--- src/rtl/alu_pkg.sv ---
// Shared op encodings, FSM states and op-category decode for the multi-cycle ALU.
package alu_pkg;

  localparam logic [3:0] OP_ADD  = 4'b0000;
  localparam logic [3:0] OP_SUB  = 4'b0001;
  localparam logic [3:0] OP_MUL  = 4'b0010;
  localparam logic [3:0] OP_DIV  = 4'b0011;
  localparam logic [3:0] OP_AND  = 4'b0100;
  localparam logic [3:0] OP_OR   = 4'b0101;
  localparam logic [3:0] OP_NAND = 4'b0110;
  localparam logic [3:0] OP_NOR  = 4'b0111;
  localparam logic [3:0] OP_XOR  = 4'b1000;
  localparam logic [3:0] OP_XNOR = 4'b1001;
  localparam logic [3:0] OP_EQ   = 4'b1010;
  localparam logic [3:0] OP_GT   = 4'b1011;
  localparam logic [3:0] OP_LT   = 4'b1100;
  localparam logic [3:0] OP_SHR  = 4'b1101;
  localparam logic [3:0] OP_SHL  = 4'b1110;
  localparam logic [3:0] OP_NOP  = 4'b1111;

  typedef enum logic {
    ST_IDLE = 1'b0,
    ST_DIV  = 1'b1
  } state_t;

  typedef enum logic [2:0] {
    CL_ARITH,
    CL_LOGIC,
    CL_CMP,
    CL_SHIFT,
    CL_NONE
  } op_class_t;

  function automatic op_class_t op_class(input logic [3:0] op);
    if (op <= OP_DIV)       return CL_ARITH;
    else if (op <= OP_XNOR) return CL_LOGIC;
    else if (op <= OP_LT)   return CL_CMP;
    else if (op <= OP_SHL)  return CL_SHIFT;
    else                    return CL_NONE;
  endfunction

endpackage

--- src/rtl/alu_mc_seq_if.sv ---
// Operand/op input handshake and result/flag outputs of the multi-cycle ALU.
interface alu_mc_seq_if #(
  parameter int WIDTH = 16
);
  logic             in_valid;
  logic             in_ready;
  logic [WIDTH-1:0] A;
  logic [WIDTH-1:0] B;
  logic [3:0]       ALU_FUN;
  logic             out_valid;
  logic [WIDTH-1:0] ALU_OUT;
  logic             Carry_Flag;
  logic             Arith_Flag;
  logic             Logic_Flag;
  logic             CMP_Flag;
  logic             Shift_Flag;
  logic             Ovf_Flag;
  logic             Div0_Flag;

  modport master (
    output in_valid, A, B, ALU_FUN,
    input  in_ready, out_valid, ALU_OUT, Carry_Flag, Arith_Flag, Logic_Flag,
           CMP_Flag, Shift_Flag, Ovf_Flag, Div0_Flag
  );

  modport slave (
    input  in_valid, A, B, ALU_FUN,
    output in_ready, out_valid, ALU_OUT, Carry_Flag, Arith_Flag, Logic_Flag,
           CMP_Flag, Shift_Flag, Ovf_Flag, Div0_Flag
  );
endinterface

--- src/rtl/alu_div_seq.sv ---
// Iterative restoring divider: one quotient bit per cycle, WIDTH steps after start.
module alu_div_seq #(
  parameter int WIDTH = 16,
  parameter int CNT_W = $clog2(WIDTH + 1)
) (
  input  logic             clk,
  input  logic             rst_n,
  input  logic             start,
  input  logic [WIDTH-1:0] dividend,
  input  logic [WIDTH-1:0] divisor,
  output logic             done,
  output logic [WIDTH-1:0] quotient
);

  logic             busy;
  logic [CNT_W-1:0] cnt;
  logic [WIDTH-1:0] rem;
  logic [WIDTH-1:0] quo;
  logic [WIDTH-1:0] dsr;
  logic [WIDTH:0]   rem_sh;
  logic [WIDTH:0]   diff;
  logic [WIDTH-1:0] rem_nx;
  logic [WIDTH-1:0] quo_nx;

  // quo doubles as the dividend shift register; quotient bits enter at the LSB
  always_comb begin
    rem_sh = {rem, quo[WIDTH-1]};
    diff   = rem_sh - {1'b0, dsr};
    if (diff[WIDTH]) begin
      rem_nx = rem_sh[WIDTH-1:0];
      quo_nx = {quo[WIDTH-2:0], 1'b0};
    end else begin
      rem_nx = diff[WIDTH-1:0];
      quo_nx = {quo[WIDTH-2:0], 1'b1};
    end
  end

  // Final quotient is presented on the step edge itself so the caller can capture it there
  assign done     = busy && (cnt == CNT_W'(1));
  assign quotient = quo_nx;

  always_ff @(posedge clk or negedge rst_n) begin
    if (!rst_n) begin
      busy <= 1'b0;
      cnt  <= '0;
      rem  <= '0;
      quo  <= '0;
      dsr  <= '0;
    end else if (start) begin
      busy <= 1'b1;
      cnt  <= CNT_W'(WIDTH);
      rem  <= '0;
      quo  <= dividend;
      dsr  <= divisor;
    end else if (busy) begin
      rem <= rem_nx;
      quo <= quo_nx;
      cnt <= cnt - CNT_W'(1);
      if (cnt == CNT_W'(1)) busy <= 1'b0;
    end
  end

endmodule

--- src/rtl/alu_mc_seq.sv ---
// Multi-cycle ALU: single-cycle ops registered on accept, divide via iterative divider.
module alu_mc_seq
  import alu_pkg::*;
#(
  parameter int WIDTH = 16,
  parameter int CNT_W = $clog2(WIDTH + 1)
) (
  input  logic         clk,
  input  logic         rst_n,
  alu_mc_seq_if.slave  bus
);

  state_t           state;
  state_t           state_nx;
  op_class_t        cls;
  logic             accept;
  logic             div_start;
  logic             load_now;
  logic             div_done;
  logic [WIDTH-1:0] div_q;
  logic [WIDTH-1:0] res;
  logic             carry;
  logic             ovf;
  logic             div0;
  logic [WIDTH:0]   sum;
  logic [2*WIDTH-1:0] prod;

  alu_div_seq #(
    .WIDTH (WIDTH),
    .CNT_W (CNT_W)
  ) u_div (
    .clk      (clk),
    .rst_n    (rst_n),
    .start    (div_start),
    .dividend (bus.A),
    .divisor  (bus.B),
    .done     (div_done),
    .quotient (div_q)
  );

  always_ff @(posedge clk or negedge rst_n) begin
    if (!rst_n) state <= ST_IDLE;
    else        state <= state_nx;
  end

  always_comb begin
    state_nx = state;
    case (state)
      ST_IDLE: if (div_start) state_nx = ST_DIV;
      ST_DIV:  if (div_done)  state_nx = ST_IDLE;
      default: state_nx = ST_IDLE;
    endcase
  end

  // in_ready is gated by rst_n so it reads 0 throughout reset, not just after it
  always_comb begin
    bus.in_ready = rst_n && (state == ST_IDLE);
    accept       = bus.in_valid && bus.in_ready;
    div_start    = accept && (bus.ALU_FUN == OP_DIV) && (bus.B != '0);
    load_now     = accept && !div_start;
  end

  always_comb begin
    res   = '0;
    carry = 1'b0;
    ovf   = 1'b0;
    div0  = 1'b0;
    cls   = op_class(bus.ALU_FUN);
    sum   = {1'b0, bus.A} + {1'b0, bus.B};
    prod  = {{WIDTH{1'b0}}, bus.A} * {{WIDTH{1'b0}}, bus.B};
    case (bus.ALU_FUN)
      OP_ADD:  begin res = sum[WIDTH-1:0]; carry = sum[WIDTH]; end
      OP_SUB:  begin res = bus.A - bus.B; carry = (bus.A < bus.B); end
      OP_MUL:  begin res = prod[WIDTH-1:0]; ovf = |prod[2*WIDTH-1:WIDTH]; end
      OP_DIV:  begin res = '1; div0 = 1'b1; end
      OP_AND:  res = bus.A & bus.B;
      OP_OR:   res = bus.A | bus.B;
      OP_NAND: res = ~(bus.A & bus.B);
      OP_NOR:  res = ~(bus.A | bus.B);
      OP_XOR:  res = bus.A ^ bus.B;
      OP_XNOR: res = ~(bus.A ^ bus.B);
      OP_EQ:   res = (bus.A == bus.B) ? WIDTH'(1) : '0;
      OP_GT:   res = (bus.A > bus.B)  ? WIDTH'(2) : '0;
      OP_LT:   res = (bus.A < bus.B)  ? WIDTH'(3) : '0;
      OP_SHR:  res = bus.A >> 1;
      OP_SHL:  res = bus.A << 1;
      default: res = '0;
    endcase
  end

  always_ff @(posedge clk or negedge rst_n) begin
    if (!rst_n) begin
      bus.out_valid  <= 1'b0;
      bus.ALU_OUT    <= '0;
      bus.Carry_Flag <= 1'b0;
      bus.Arith_Flag <= 1'b0;
      bus.Logic_Flag <= 1'b0;
      bus.CMP_Flag   <= 1'b0;
      bus.Shift_Flag <= 1'b0;
      bus.Ovf_Flag   <= 1'b0;
      bus.Div0_Flag  <= 1'b0;
    end else begin
      bus.out_valid <= load_now || div_done;
      if (div_done) begin
        bus.ALU_OUT    <= div_q;
        bus.Carry_Flag <= 1'b0;
        bus.Arith_Flag <= 1'b1;
        bus.Logic_Flag <= 1'b0;
        bus.CMP_Flag   <= 1'b0;
        bus.Shift_Flag <= 1'b0;
        bus.Ovf_Flag   <= 1'b0;
        bus.Div0_Flag  <= 1'b0;
      end else if (load_now) begin
        bus.ALU_OUT    <= res;
        bus.Carry_Flag <= carry;
        bus.Arith_Flag <= (cls == CL_ARITH);
        bus.Logic_Flag <= (cls == CL_LOGIC);
        bus.CMP_Flag   <= (cls == CL_CMP);
        bus.Shift_Flag <= (cls == CL_SHIFT);
        bus.Ovf_Flag   <= ovf;
        bus.Div0_Flag  <= div0;
      end
    end
  end

endmodule

--- src/flat_wrapper.sv ---
// flat-port wrapper written by rule: the top's interface ports become plain ports
module alu_mc_seq_flat import alu_pkg::*;
#(
  parameter int WIDTH = 16,
  parameter int CNT_W = $clog2(WIDTH + 1)
)
  (clk, rst_n, bus_in_valid, bus_A, bus_B, bus_ALU_FUN, bus_in_ready, bus_out_valid, bus_ALU_OUT, bus_Carry_Flag, bus_Arith_Flag, bus_Logic_Flag, bus_CMP_Flag, bus_Shift_Flag, bus_Ovf_Flag, bus_Div0_Flag);
  alu_mc_seq_if #(.WIDTH(WIDTH)) bus_i ();
  input  logic clk;
  input  logic rst_n;
  input wire logic [$bits(bus_i.in_valid)-1:0] bus_in_valid;
  input wire logic [$bits(bus_i.A)-1:0] bus_A;
  input wire logic [$bits(bus_i.B)-1:0] bus_B;
  input wire logic [$bits(bus_i.ALU_FUN)-1:0] bus_ALU_FUN;
  output wire logic [$bits(bus_i.in_ready)-1:0] bus_in_ready;
  output wire logic [$bits(bus_i.out_valid)-1:0] bus_out_valid;
  output wire logic [$bits(bus_i.ALU_OUT)-1:0] bus_ALU_OUT;
  output wire logic [$bits(bus_i.Carry_Flag)-1:0] bus_Carry_Flag;
  output wire logic [$bits(bus_i.Arith_Flag)-1:0] bus_Arith_Flag;
  output wire logic [$bits(bus_i.Logic_Flag)-1:0] bus_Logic_Flag;
  output wire logic [$bits(bus_i.CMP_Flag)-1:0] bus_CMP_Flag;
  output wire logic [$bits(bus_i.Shift_Flag)-1:0] bus_Shift_Flag;
  output wire logic [$bits(bus_i.Ovf_Flag)-1:0] bus_Ovf_Flag;
  output wire logic [$bits(bus_i.Div0_Flag)-1:0] bus_Div0_Flag;
  assign bus_i.in_valid = bus_in_valid;
  assign bus_i.A = bus_A;
  assign bus_i.B = bus_B;
  assign bus_i.ALU_FUN = bus_ALU_FUN;
  assign bus_in_ready = bus_i.in_ready;
  assign bus_out_valid = bus_i.out_valid;
  assign bus_ALU_OUT = bus_i.ALU_OUT;
  assign bus_Carry_Flag = bus_i.Carry_Flag;
  assign bus_Arith_Flag = bus_i.Arith_Flag;
  assign bus_Logic_Flag = bus_i.Logic_Flag;
  assign bus_CMP_Flag = bus_i.CMP_Flag;
  assign bus_Shift_Flag = bus_i.Shift_Flag;
  assign bus_Ovf_Flag = bus_i.Ovf_Flag;
  assign bus_Div0_Flag = bus_i.Div0_Flag;
  alu_mc_seq #(.WIDTH(WIDTH), .CNT_W(CNT_W)) u_core (.clk(clk), .rst_n(rst_n), .bus(bus_i));
endmodule
--- config.mk ---
export PLATFORM = sky130hd
export DESIGN_NAME = alu_mc_seq_flat
export DESIGN_NICKNAME = d
export VERILOG_FILES = /design/src/rtl/alu_pkg.sv /design/src/rtl/alu_mc_seq_if.sv /design/src/rtl/alu_div_seq.sv /design/src/rtl/alu_mc_seq.sv /design/src/flat_wrapper.sv
export SDC_FILE = /design/constraint.sdc
export NUM_CORES = 1
export LEC_CHECK = 0
export CORE_UTILIZATION = 58
export DETAILED_ROUTE_END_ITERATION = 6
export PLACE_DENSITY = 0.78
export SYNTH_ARGS = -nofsm -noshare
export SYNTH_HDL_FRONTEND = slang
export SYNTH_HIERARCHICAL = 1
export SYNTH_SLANG_ARGS = --single-unit
--- constraint.sdc ---
create_clock -name clk -period 2.85 [get_ports clk]
set_input_delay 0.57 -clock clk [delete_from_list [all_inputs] [get_ports clk]]
set_output_delay 0.57 -clock clk [all_outputs]
set_load 0.1 [all_outputs]
==> results.yml, run 1 <==
run_status:
  outcome: "complete, but fails checks"
  violations: "design-rule violations, negative setup slack"
global_routing:
  use_met2_pct: 74.44
  grt.met3_usage_pct: 13.07
  grt_pass1_wl_mm: 99.95
  antenna_found_initial: 5
  grt_pass1_vias: 17760
  grtUsageMet1_pct: 56.27
  grt_usage_pct: 46.92
  busiest_layer: "met2"
  grt_overflow_total: 0
  grt_max_degree: 52
critical_path:
  crit_type: "in -> reg"
  crit_fanout: 9
  worstSetupStartpoint: "bus_B[9]"
  crit_required_ns: 3.08
  startpoint_type: "primary input"
  r2r-start: "u_core/u_div/quo[15]$_DFFE_PN0P_"
  worstPathArrival_ns: 7.19
  crit_buf_inv: 5
  r2r-end: "u_core/bus.ALU_OUT[0]$_DFFE_PN0P_"
  crit_slowest_cell: "fa_1"
  r2r_setup_slack_ns: -0.27
  cpMostUsedCell: "fa_1"
  critPathTopFamily: "adder cells"
  end_kind: "flop"
  cp_cell_sequence: "dlygate4sd2_1, buf_6, nand2_1, fa_1, inv_1, fa_1, ha_1, fa_1, fa_1, inv_1, fa_1, inv_1, ha_4, nand3_4, nor4_4, o211ai_2, nand3b_4, and4_1, nor3_1, or4b_1, nor4_2, a221oi_1"
  r2r_cells: 13
  critPathMaxStageDelay_ns: 0.69
sta:
  slew_headroom_pct: 45.80
  setup_tns_ns: -39.82
  max_freq_mhz: 143.8
  setup_viol: 35
  finalMaxSlewViolations: 0
  finalCriticalPeriod_ns: 6.954
  worst_pin_slew_ns: 0.8130
  report.final.hold_viol_count: 0
  setup_ws_ns: -4.104
  finalCritPeriodShare_pct: 244.0
  finClkSkew_ns: 0.009969
  rsz0062_at_grt: "yes"
yosys:
  synth_nets: 2397
  seq_area_frac_synth_pct: 12.29
  synth.avg_cell_area_um2: 8.079
  ys_types: 91
  synthFlopType: "dfrtp_1"
  yosysTopAreaCell: "fa_1"
  syn_inst: 1991
  synthTopCellsByArea: "fa_1 (25%), ha_1 (13%), dfrtp_1 (12%)"
  yosysWarnings: 6
  yosysTopAreaCellShare_pct: 24.52
  synth-seq-cells: 79
  ys_async_sr_fraction_pct: 100.0
  synth_edf_count: 0
  syn_area_um2: 16090
floorplanning:
  pin_count: 64
  rows: 60
  die-area_um2: 28400
  die_width_um: 168.5
  core_um2: 27100
  die_h_um: 168.5
  initial_core_util_pct: 59.35
detailed_routing:
  drt_iter0_markers: 2939
  via_per_inst: 6.456
  wl_per_cell_um: 26.02
  postRouteWirelength_mm: 72.40
  dr.pass1.iters: 7
  ant_nets: 0
  drc: 72
  via_count: 17970
layout:
  area_growth_pct: 40.39
  fin_area_um2: 22580
  layout_common_cells: "buf_4 (395), inv_1 (249), nand2_1 (248)"
  nets: 2810
  drive_gt1_share_pct: 33.79
  layout_commonest_cell: "buf_4"
clock_network:
  postCtsHoldBufs: 0
  clock-sinks: 79
  htree_num_levels: 3
  clockBufferDepth: 2
  cts_tree: "done"
  numCtsBuffers: 9
  clock_latency_ns: 0.36
  cts-root-buf: "clkbuf_16"
  clk_pin_slew_ns: 0.07
place:
  place_area_um2: 20100
  portBuffers: 63
  dp_hpwl_mm: 47.75
  gp_congestion: 1.007
  pre_cts_ws_ns: -4.161
worst_hold_path:
  min_path_type: "in -> async"
job:
  cap_violations: 0
[flip-flops by register name (all words and copies together) (netlist names), 5 cells and up]
register            cells
u_core/u_div/rem       16
u_core/bus.ALU_OUT     16
u_core/u_div/cnt        5
u_core/u_div/quo       16
u_core/u_div/dsr       16
[stage by stage]
stage	hold slack, ns	instances	utilization (%)
after detailed placement	0.4829	2694	74.16
after global placement	0.4716	2694	74.16
after global routing	0.3580	2782	83.31
after CTS	0.3232	2752	80.70
final	0.3105	2783	83.32
after floorplan	0.2744	1991	-
[Yosys cell counts, drive strengths merged, types with 11 or more instances]
cell      n
nor2b    11
nand2   274
o22ai    19
o21ai    98
buf      40
a311oi   15
clkbuf   78
nand4    11
a21o     15
a31oi    13
xnor2    46
mux2i    25
dfrtp    79
nand3    24
nor3     22
o21bai   11
clkinv   16
o21a     11
nor2    211
o221ai   11
nand2b   23
a211oi   12
a21oi   105
ha      170
fa      197
o211ai   12
xor2     34
inv     287
[how the worst max path moves through the flow]
stage / endpoint / cells after the start
after floorplan: u_core/bus.Ovf_Flag$_DFFE_PN0P_ / 22
after global placement: u_core/bus.Ovf_Flag$_DFFE_PN0P_ / 23
after detailed placement: u_core/bus.Ovf_Flag$_DFFE_PN0P_ / 22
after CTS: u_core/bus.Ovf_Flag$_DFFE_PN0P_ / 22
after global routing: u_core/bus.Ovf_Flag$_DFFE_PN0P_ / 23
final: u_core/bus.Ovf_Flag$_DFFE_PN0P_ / 22
[area by class of cell]
type	instances	area [um^2]
inverters	303	1224
diodes	2	5.005
clock inverters	6	92.59
fillers	1525	4519
flip-flops and latches	79	1978
clock buffers	10	229.0
multi-input cells	1491	13900
repair buffers	520	4683
well taps	372	465.4
[layer usage]
metal | routed length [um] | share of wire [%]
met3 | 10610 | 15
met2 | 30520 | 42
met1 | 24160 | 33
met4 | 6928 | 9.6
met5 | 194 | 0.27
[timing repair]
action	in CTS	in global routing
setup endpoints to repair	36	35
gates resized for setup	316	130
buffers inserted	39	32
gates cloned	6	3
pin swaps	106	103
[worst register-to-register path, cell delays in order, from the launching register on]
cell and delay [ns]:
dfrtp_1 0.40, inv_1 0.09, ha_2 0.21, inv_2 0.06, fa_2 0.37, a211oi_2 0.26
o211a_1 0.24, nor3_4 0.06, o31ai_4 0.36, xor2_4 0.31, clkinv_4 0.23, buf_12 0.19
a22oi_1 0.17, nand2_1 0.07
[cells by family after synthesis]
kind of cell | share of synthesized area [%]
flops | 12.29
buf+inv | 10.39
xor+xnor | 4.473
mux | 1.696
simple gates | 16.60
compound gates | 16.81
fa+ha+maj | 37.74
Power of run 1 is not shown: default switching activity piles up to over one toggle a cycle in this logic, so the estimate is an artifact.
==> inputs of run 2 (changes only) <==
--- a/config.mk
+++ b/config.mk
@@ -5,6 +5,7 @@
 export SDC_FILE = /design/constraint.sdc
 export NUM_CORES = 1
 export LEC_CHECK = 0
+export CORE_MARGIN = 3
 export CORE_UTILIZATION = 58
 export DETAILED_ROUTE_END_ITERATION = 6
 export PLACE_DENSITY = 0.78
==> run 2 against run 1 <==
Effect of this change: the run still ends with design-rule violations, negative setup slack left; global-route usage shrank 3.7 points; highest routed layer unchanged; worst hold slack worse by 0.14 ns; flip-flop and latch count unchanged.
==> results.yml, run 2 (synthesis results as in run 1) <==
global_routing:
  grt_pass1_vias: 18030
  grt_overflow_total: 0
  grtUsageMet1_pct: 53.65
  grt_max_degree: 71
  antenna_found_initial: 6
  busiest_layer: "met2"
  grt_pass1_wl_mm: 100.6
  grt.met3_usage_pct: 11.62
  use_met2_pct: 67.44
  grt_usage_pct: 43.24
job:
  cap_violations: 0
clock_network:
  numCtsBuffers: 9
  clk_pin_slew_ns: 0.07
  cts_tree: "done"
  clockBufferDepth: 2
  clock_latency_ns: 0.36
  clock-sinks: 79
  cts-root-buf: "clkbuf_16"
  htree_num_levels: 3
detailed_routing:
  via_per_inst: 6.644
  drc: 156
  postRouteWirelength_mm: 75.34
  wl_per_cell_um: 26.83
  drt_iter0_markers: 3088
  via_count: 18660
  dr.pass1.iters: 7
  ant_nets: 0
critical_path:
  r2r_cells: 12
  r2r-start: "u_core/u_div/quo[15]$_DFFE_PN0P_"
  crit_fanout: 5
  r2r_setup_slack_ns: -0.57
  r2r-end: "u_core/u_div/rem[6]$_DFFE_PN0P_"
  cpMostUsedCell: "fa_1"
  end_kind: "flop"
  crit_buf_inv: 10
  critPathTopFamily: "adder cells"
  startpoint_type: "primary input"
  cp.depth: 27
  worstPathArrival_ns: 6.73
  critPathMaxStageDelay_ns: 0.54
  crit_slowest_cell: "fa_1"
  crit_type: "in -> reg"
  crit_required_ns: 3.05
worst_hold_path:
  min_path_type: "in -> async"
floorplanning:
  die_h_um: 172.5
  core_um2: 27100
  pin_count: 64
  die_width_um: 172.5
  die-area_um2: 29770
  initial_core_util_pct: 59.35
  rows: 60
place:
  dp.cells: 2715
  dp_hpwl_mm: 48.05
  gp_congestion: 1.080
  portBuffers: 63
sta:
  finClkSkew_ns: 0.01279
  max_freq_mhz: 153.1
  slew_headroom_pct: 31.10
  worst_pin_slew_ns: 1.034
  report.final.hold_viol_count: 0
  finalMaxSlewViolations: 0
  rsz0062_at_grt: "yes"
  finalCritPeriodShare_pct: 229.2
  finalCriticalPeriod_ns: 6.531
  setup_viol: 35
  setup_ws_ns: -3.681
layout:
  finalNonFillerCells: 2808
  area_growth_pct: 41.94
  nets: 2833
  drive_gt1_share_pct: 34.38
  layout_common_cells: "buf_4 (413), nand2_1 (250), inv_1 (249)"
  layout_commonest_cell: "buf_4"
  final_core_util_pct: 84.25
  fill_cells: 1455
run_status:
  violations: "design-rule violations, negative setup slack"
  outcome: "complete, but fails checks"
-- run 2: layout make-up --
class,instances,area (um^2),share of cell area [%]
Multi-Input combinational cell,1491,14010,61.37
Timing Repair Buffer,543,4820,21.11
Sequential cell,79,1978,8.664
Inverter,303,1226,5.370
Tap cell,372,465.4,2.039
Clock buffer,10,229.0,1.003
Clock inverter,6,92.59,0.4055
Antenna cell,4,10.01,0.04384
-- run 2: per-stage QoR --
stage	area [um^2]	TNS (ns)	hold WS (ns)	setup WS [ns]
floorplan	16700	-24.63	0.2744	-3.246
global placement	20270	-63.64	0.4821	-4.007
detailed placement	20270	-66.65	0.4883	-4.118
CTS	21870	-32.37	0.1725	-3.444
global route	22820	-45.63	0.1830	-4.106
finish	22830	-43.88	0.1712	-3.681
-- run 2: worst max path at each step --
stage                                 endpoint      start
3_3_place_gp   u_core/bus.Ovf_Flag$_DFFE_PN0P_   bus_B[2]
5_1_grt        u_core/bus.Ovf_Flag$_DFFE_PN0P_   bus_B[9]
2_1_floorplan  u_core/bus.Ovf_Flag$_DFFE_PN0P_  bus_A[13]
3_5_place_dp   u_core/bus.Ovf_Flag$_DFFE_PN0P_   bus_B[2]
6_report       u_core/bus.Ovf_Flag$_DFFE_PN0P_   bus_B[6]
4_1_cts        u_core/bus.Ovf_Flag$_DFFE_PN0P_  bus_B[13]
-- run 2: metal layers --
metal / share of wire, % / up-vias
met5: 0.17 / -
met1: 33 / 8764
met4: 11 / 8
met2: 42 / 1774
li1: - / 7403
met3: 14 / 707
-- run 2: timing repair --
item	CTS	global route
hold buffers	0	0
cloned	1	2
pin swaps	111	142
setup endpoints to repair	52	71
buffers inserted	57	31
hold endpoints to repair	0	0
gates resized for setup	286	176
Power of run 2 is left out for the same reason.
